File: src/rtl/mult_pkg.sv
// Shared constants and width helpers for the signed array multiplier family.
package mult_pkg;

    localparam int CSA_BLOCK = 4;

    function automatic int prod_width(input int w);
        return 2 * w;
    endfunction

endpackage

File: src/rtl/signed_parallel_multiplier_12_c_sel_a_carry_select_adder.sv
// Two-operand carry-select adder: each block precomputes sums for carry-in 0 and 1,
// and the rippling block carry picks one. Carry out of the MSB is dropped.
module carry_select_adder #(
    parameter int WIDTH = 24,
    parameter int BLOCK = 4
) (
    input  logic [WIDTH-1:0] i_a,
    input  logic [WIDTH-1:0] i_b,
    output logic [WIDTH-1:0] o_sum
);

    localparam int NBLK = (WIDTH + BLOCK - 1) / BLOCK;

    logic [NBLK-1:0] w_c;

    assign w_c[0] = 1'b0;

    for (genvar k = 0; k < NBLK; k++) begin : g_blk
        localparam int LO  = k * BLOCK;
        localparam int LEN = ((WIDTH - LO) < BLOCK) ? (WIDTH - LO) : BLOCK;

        if (k < NBLK - 1) begin : g_mid
            localparam logic [LEN:0] ONE = 1;
            logic [LEN:0] w_s0;
            logic [LEN:0] w_s1;

            // a+b+1 never exceeds LEN+1 bits, so the cin=1 sum reuses the cin=0 result.
            assign w_s0 = {1'b0, i_a[LO +: LEN]} + {1'b0, i_b[LO +: LEN]};
            assign w_s1 = w_s0 + ONE;
            assign o_sum[LO +: LEN] = w_c[k] ? w_s1[LEN-1:0] : w_s0[LEN-1:0];
            assign w_c[k+1]         = w_c[k] ? w_s1[LEN]     : w_s0[LEN];
        end else begin : g_last
            localparam logic [LEN-1:0] ONE = 1;
            logic [LEN-1:0] w_s0;
            logic [LEN-1:0] w_s1;

            assign w_s0 = i_a[LO +: LEN] + i_b[LO +: LEN];
            assign w_s1 = w_s0 + ONE;
            assign o_sum[LO +: LEN] = w_c[k] ? w_s1 : w_s0;
        end
    end

endmodule

File: src/rtl/signed_parallel_multiplier_12_c_sel_a.sv
// Signed Baugh-Wooley array multiplier: carry-save reduction of the partial-product
// rows to two rows, final carry-select addition, plus a registered product copy.
module signed_parallel_multiplier_12_c_sel_a
    import mult_pkg::*;
#(
    parameter int width = 12
) (
    input  logic                         clk,
    input  logic                         rst_n,
    input  logic [width:1]               A,
    input  logic [width:1]               B,
    output logic [prod_width(width):1]   S,
    output logic [prod_width(width):1]   S_q
);

    localparam int W = width;
    localparam int P = prod_width(width);

    localparam logic [P-1:0] ONE_P    = 1;
    // Baugh-Wooley correction: +2^W and +2^(2W-1) undo the inverted sign rows.
    localparam logic [P-1:0] BW_CONST = (ONE_P << W) | (ONE_P << (P - 1));

    logic [W-1:0] w_a;
    logic [W-1:0] w_b;
    logic [P-1:0] w_row [W];
    logic [P-1:0] w_sum [W+1];
    logic [P-1:0] w_car [W+1];
    logic [P-1:0] w_prod;
    logic [P-1:0] r_s_q;

    assign w_a = A;
    assign w_b = B;

    for (genvar i = 0; i < W; i++) begin : g_pp
        localparam logic [W-1:0] INV = (i == W - 1) ? {1'b0, {(W-1){1'b1}}}
                                                    : {1'b1, {(W-1){1'b0}}};
        logic [W-1:0] w_bits;

        assign w_bits   = ({W{w_a[i]}} & w_b) ^ INV;
        assign w_row[i] = {{W{1'b0}}, w_bits} << i;
    end

    assign w_sum[0] = BW_CONST;
    assign w_car[0] = '0;

    // One full-adder row per partial product keeps the array in sum/carry form.
    for (genvar r = 0; r < W; r++) begin : g_red
        logic [P-2:0] w_maj;

        assign w_maj = (w_sum[r][P-2:0] & w_car[r][P-2:0])
                     | (w_sum[r][P-2:0] & w_row[r][P-2:0])
                     | (w_car[r][P-2:0] & w_row[r][P-2:0]);
        assign w_sum[r+1] = w_sum[r] ^ w_car[r] ^ w_row[r];
        assign w_car[r+1] = {w_maj, 1'b0};
    end

    carry_select_adder #(
        .WIDTH (P),
        .BLOCK (CSA_BLOCK)
    ) u_csa (
        .i_a   (w_sum[W]),
        .i_b   (w_car[W]),
        .o_sum (w_prod)
    );

    assign S = w_prod;

    always_ff @(posedge clk or negedge rst_n) begin
        if (!rst_n) begin
            r_s_q <= '0;
        end else begin
            r_s_q <= w_prod;
        end
    end

    assign S_q = r_s_q;

endmodule

File: config.mk
export PLATFORM = sky130hd
export DESIGN_NAME = signed_parallel_multiplier_12_c_sel_a
export DESIGN_NICKNAME = d
export VERILOG_FILES = /design/src/rtl/mult_pkg.sv /design/src/rtl/signed_parallel_multiplier_12_c_sel_a_carry_select_adder.sv /design/src/rtl/signed_parallel_multiplier_12_c_sel_a.sv
export SDC_FILE = /design/constraint.sdc
export NUM_CORES = 1
export LEC_CHECK = 0
export BUFFER_PORTS_ARGS = -buffer_cell sky130_fd_sc_hd__buf_4
export CELL_PAD_IN_SITES_DETAIL_PLACEMENT = 2
export CELL_PAD_IN_SITES_GLOBAL_PLACEMENT = 2
export CORE_MARGIN = 5
export CORE_UTILIZATION = 41
export DETAILED_ROUTE_END_ITERATION = 8
export PLACE_DENSITY = 0.87
export SETUP_SLACK_MARGIN = 0.02
export SLEW_MARGIN = 20
export SYNTH_ARGS = -nofsm -noshare
export SYNTH_HDL_FRONTEND = slang
export SYNTH_HIERARCHICAL = 1
export SYNTH_SLANG_ARGS = --single-unit
File: constraint.sdc
create_clock -name clk -period 13.5 [get_ports clk]
set_clock_uncertainty 0.1 [all_clocks]
set_input_delay 0.675 -clock clk [delete_from_list [all_inputs] [get_ports clk]]
set_output_delay 0.675 -clock clk [all_outputs]
set_load 0.03 [all_outputs]
==> run_results.csv <==
group,metric,value,unit
min_path,worst_hold_path_type,"in2async",
synth,seq_area_frac_synth,11.0,%
placed_design,dp_hpwl,13.4,mm
synth,synth.area.top_cells,"fa_1, ha_1, dfrtp_1",
placed_design,place_area,0.00608,mm²
drt,wl,15.2,mm
die,dieArea,0.0157,mm²
status,status,"completed",
synth,yosysWarnings,6,
drt,via_per_inst,4.94,
setup_path,cp_max_fo,12,
cts,cts_resized,0,
synth,syn_area_per_cell,10.0,µm²
timing,period_share,69.6,%
placed_design,dp_cells,783,
setup_path,crit_required,12730,ps
cts,post-cts-setup-buffers,0,
synth,synth_top_area_share,42.6,%
synth,synth_commonest_cells,"fa_1, nand2_1, inv_1",
timing,fin_setup_tns,0,ps
timing,hold_viol,0,
setup_path,end_kind,"output port",
cts,numCtsBuffers,3,
die,row_count,42,
finish,layout.cells.non_filler,787,
finish,area_delta_synth_final,13.5,%
timing,worst_slew_pin_slew,499,ps
synth,ys_types,34,
setup_path,worstSetupPathType,"in2out",
grt,grt-ovfl-total,0,
grt,grt_max_degree,25,
cts,clkTransAtPathRegs,70,ps
synth,synth_top_area_cell,"fa_1",
grt,grt_pass1_wl,25.6,mm
timing,timing.fmax,0.106,GHz
drt,drt_iter0_drc,69,
setup_path,cp-start-kind,"input port",
job,max-cap-violations,0,
placed_design,portBuffers,73,
die,core_area,0.0131,mm²
timing,setup-violations-final,0,
drt,vias,3889,
timing,drv_slew,0,
timing,slew_headroom,65.8,%
grt,grt_pass1_vias,5026,
drt,drtPass1Iterations,4,
cts,cts_tree,"built",
finish,fin_area,0.00618,mm²
synth,ys.flop_type,"dfrtp_1",
die,die-width,125,µm
die,initial_utilization,41.5,%
finish,fin_nets,803,
drt,post-route-drc-count,0,
drt,antenna_left,0,
synth,netlist_area,0.00545,mm²
synth,synth.most_common_cell,"fa_1",
cts,clock_sinks,24,
die,io_pins,74,
finish,largest_register_ffs,24,
cts,clock_path_buffers,2,
synth,async_reset_ff_share,100,%
cts,cts_root_buf,"clkbuf_16",
placed_design,place_congestion,0.746,
timing,rsz0062_at_grt,"no",
setup_path,arrival,8620,ps
synth,synth_edf_count,0,
timing,min_period,9400,ps
drt,wire_per_inst,19.4,µm
cts,hold_buffers,0,
finish,final_layout_size_suffix_gt1_share,14.6,%
finish,diodes,0,
synth,synthCells,544,
die,die_height,125,µm
grt,antenna_found_initial,0,
synth,ys_ff_latch,24,
cts,htreeDepth,1,
grt,grt_usage,20.5,%
==> per-stage QoR <==
step	utilization (%)	hold WS [ps]	setup WS, ps
after floorplan	-	279	4830
after global placement	46.3	488	4630
after detailed placement	46.3	500	4120
after CTS	47.1	211	4080
after global routing	47.1	230	3910
final	47.1	202	4100
==> worst max-delay path, cell delays in order <==
cell and delay (ps):
buf_4 160, and2_1 170, ha_1 290, inv_1 70, fa_1 430, fa_1 520, inv_1 70, fa_1 480
fa_1 520, inv_1 70, fa_1 430, fa_1 460, fa_1 450, fa_1 470, fa_1 440, inv_1 130
fa_1 480, ha_1 270, fa_1 460, a21o_1 220, a21oi_1 300, nand3b_1 180, mux2i_2 150, xnor2_2 240
mux2_4 330, buf_4 170
==> metal layers <==
| metal | track usage, % | up-vias | wire [µm] |
|---|---|---|---|
| li1 | - | 1746 | - |
| met2 | 44.4 | 58 | 9460 |
| met5 | 0 | - | 0 |
| met1 | 19.8 | 2065 | 5110 |
| met4 | 5.42 | 0 | 351 |
| met3 | 2.22 | 20 | 333 |
==> kinds of logic (layout without fill, tap and decap cells) <==
logic type	count (synthesis)	after routing	share of synthesized area (%)
AOI/OAI and AO/OA	22	22	2.57
xor gates and xnor gates	31	31	5.26
adders and majority gates	165	165	53.9
buffers and inverters	113	166	9.62
DFF	24	24	11.0
muxes	10	10	2.09
other	2	16	0.138
and+or+nand+nor	177	177	15.4
==> placed cells by master (no fill, tap or decap), types with 2 or more instances in the layout <==
| cell | n |
|---|---|
| fa_1 | 116 |
| mux2i_1 | 4 |
| xor2_1 | 11 |
| mux2_2 | 4 |
| conb_1 | 16 |
| nand3b_1 | 2 |
| nand4_1 | 5 |
| inv_1 | 89 |
| clkbuf_16 | 3 |
| buf_4 | 73 |
| nand2_1 | 109 |
| a21o_1 | 8 |
| nand4b_1 | 2 |
| nand3_1 | 3 |
| nor2_1 | 6 |
| dfrtp_1 | 24 |
| and2_1 | 43 |
| a21oi_1 | 10 |
| nand2b_1 | 2 |
| ha_1 | 49 |
| and3_1 | 2 |
| xnor2_1 | 18 |
==> how the worst max path moves through the flow <==
stage                from    end  depth (start not counted)
floorplan           B[11]  S[21]                         25
finish               B[7]  S[22]                         26
detailed placement   B[7]  S[22]                         26
global placement     A[2]  S[22]                         24
CTS                  B[7]  S[22]                         26
global route         B[7]  S[22]                         26
==> area by class of cell <==
class                           count  area, µm²
Sequential cell                    24        601
Clock inverter                      1       30.0
Fill cell                        1399       6950
Inverter                           89        334
Timing Repair Buffer               73        548
Clock buffer                        3       75.1
Multi-Input combinational cell    421       4380
Tap cell                          176        220
Power is not shown: default switching activity piles up to over one toggle a cycle in this logic, so the estimate is an artifact.
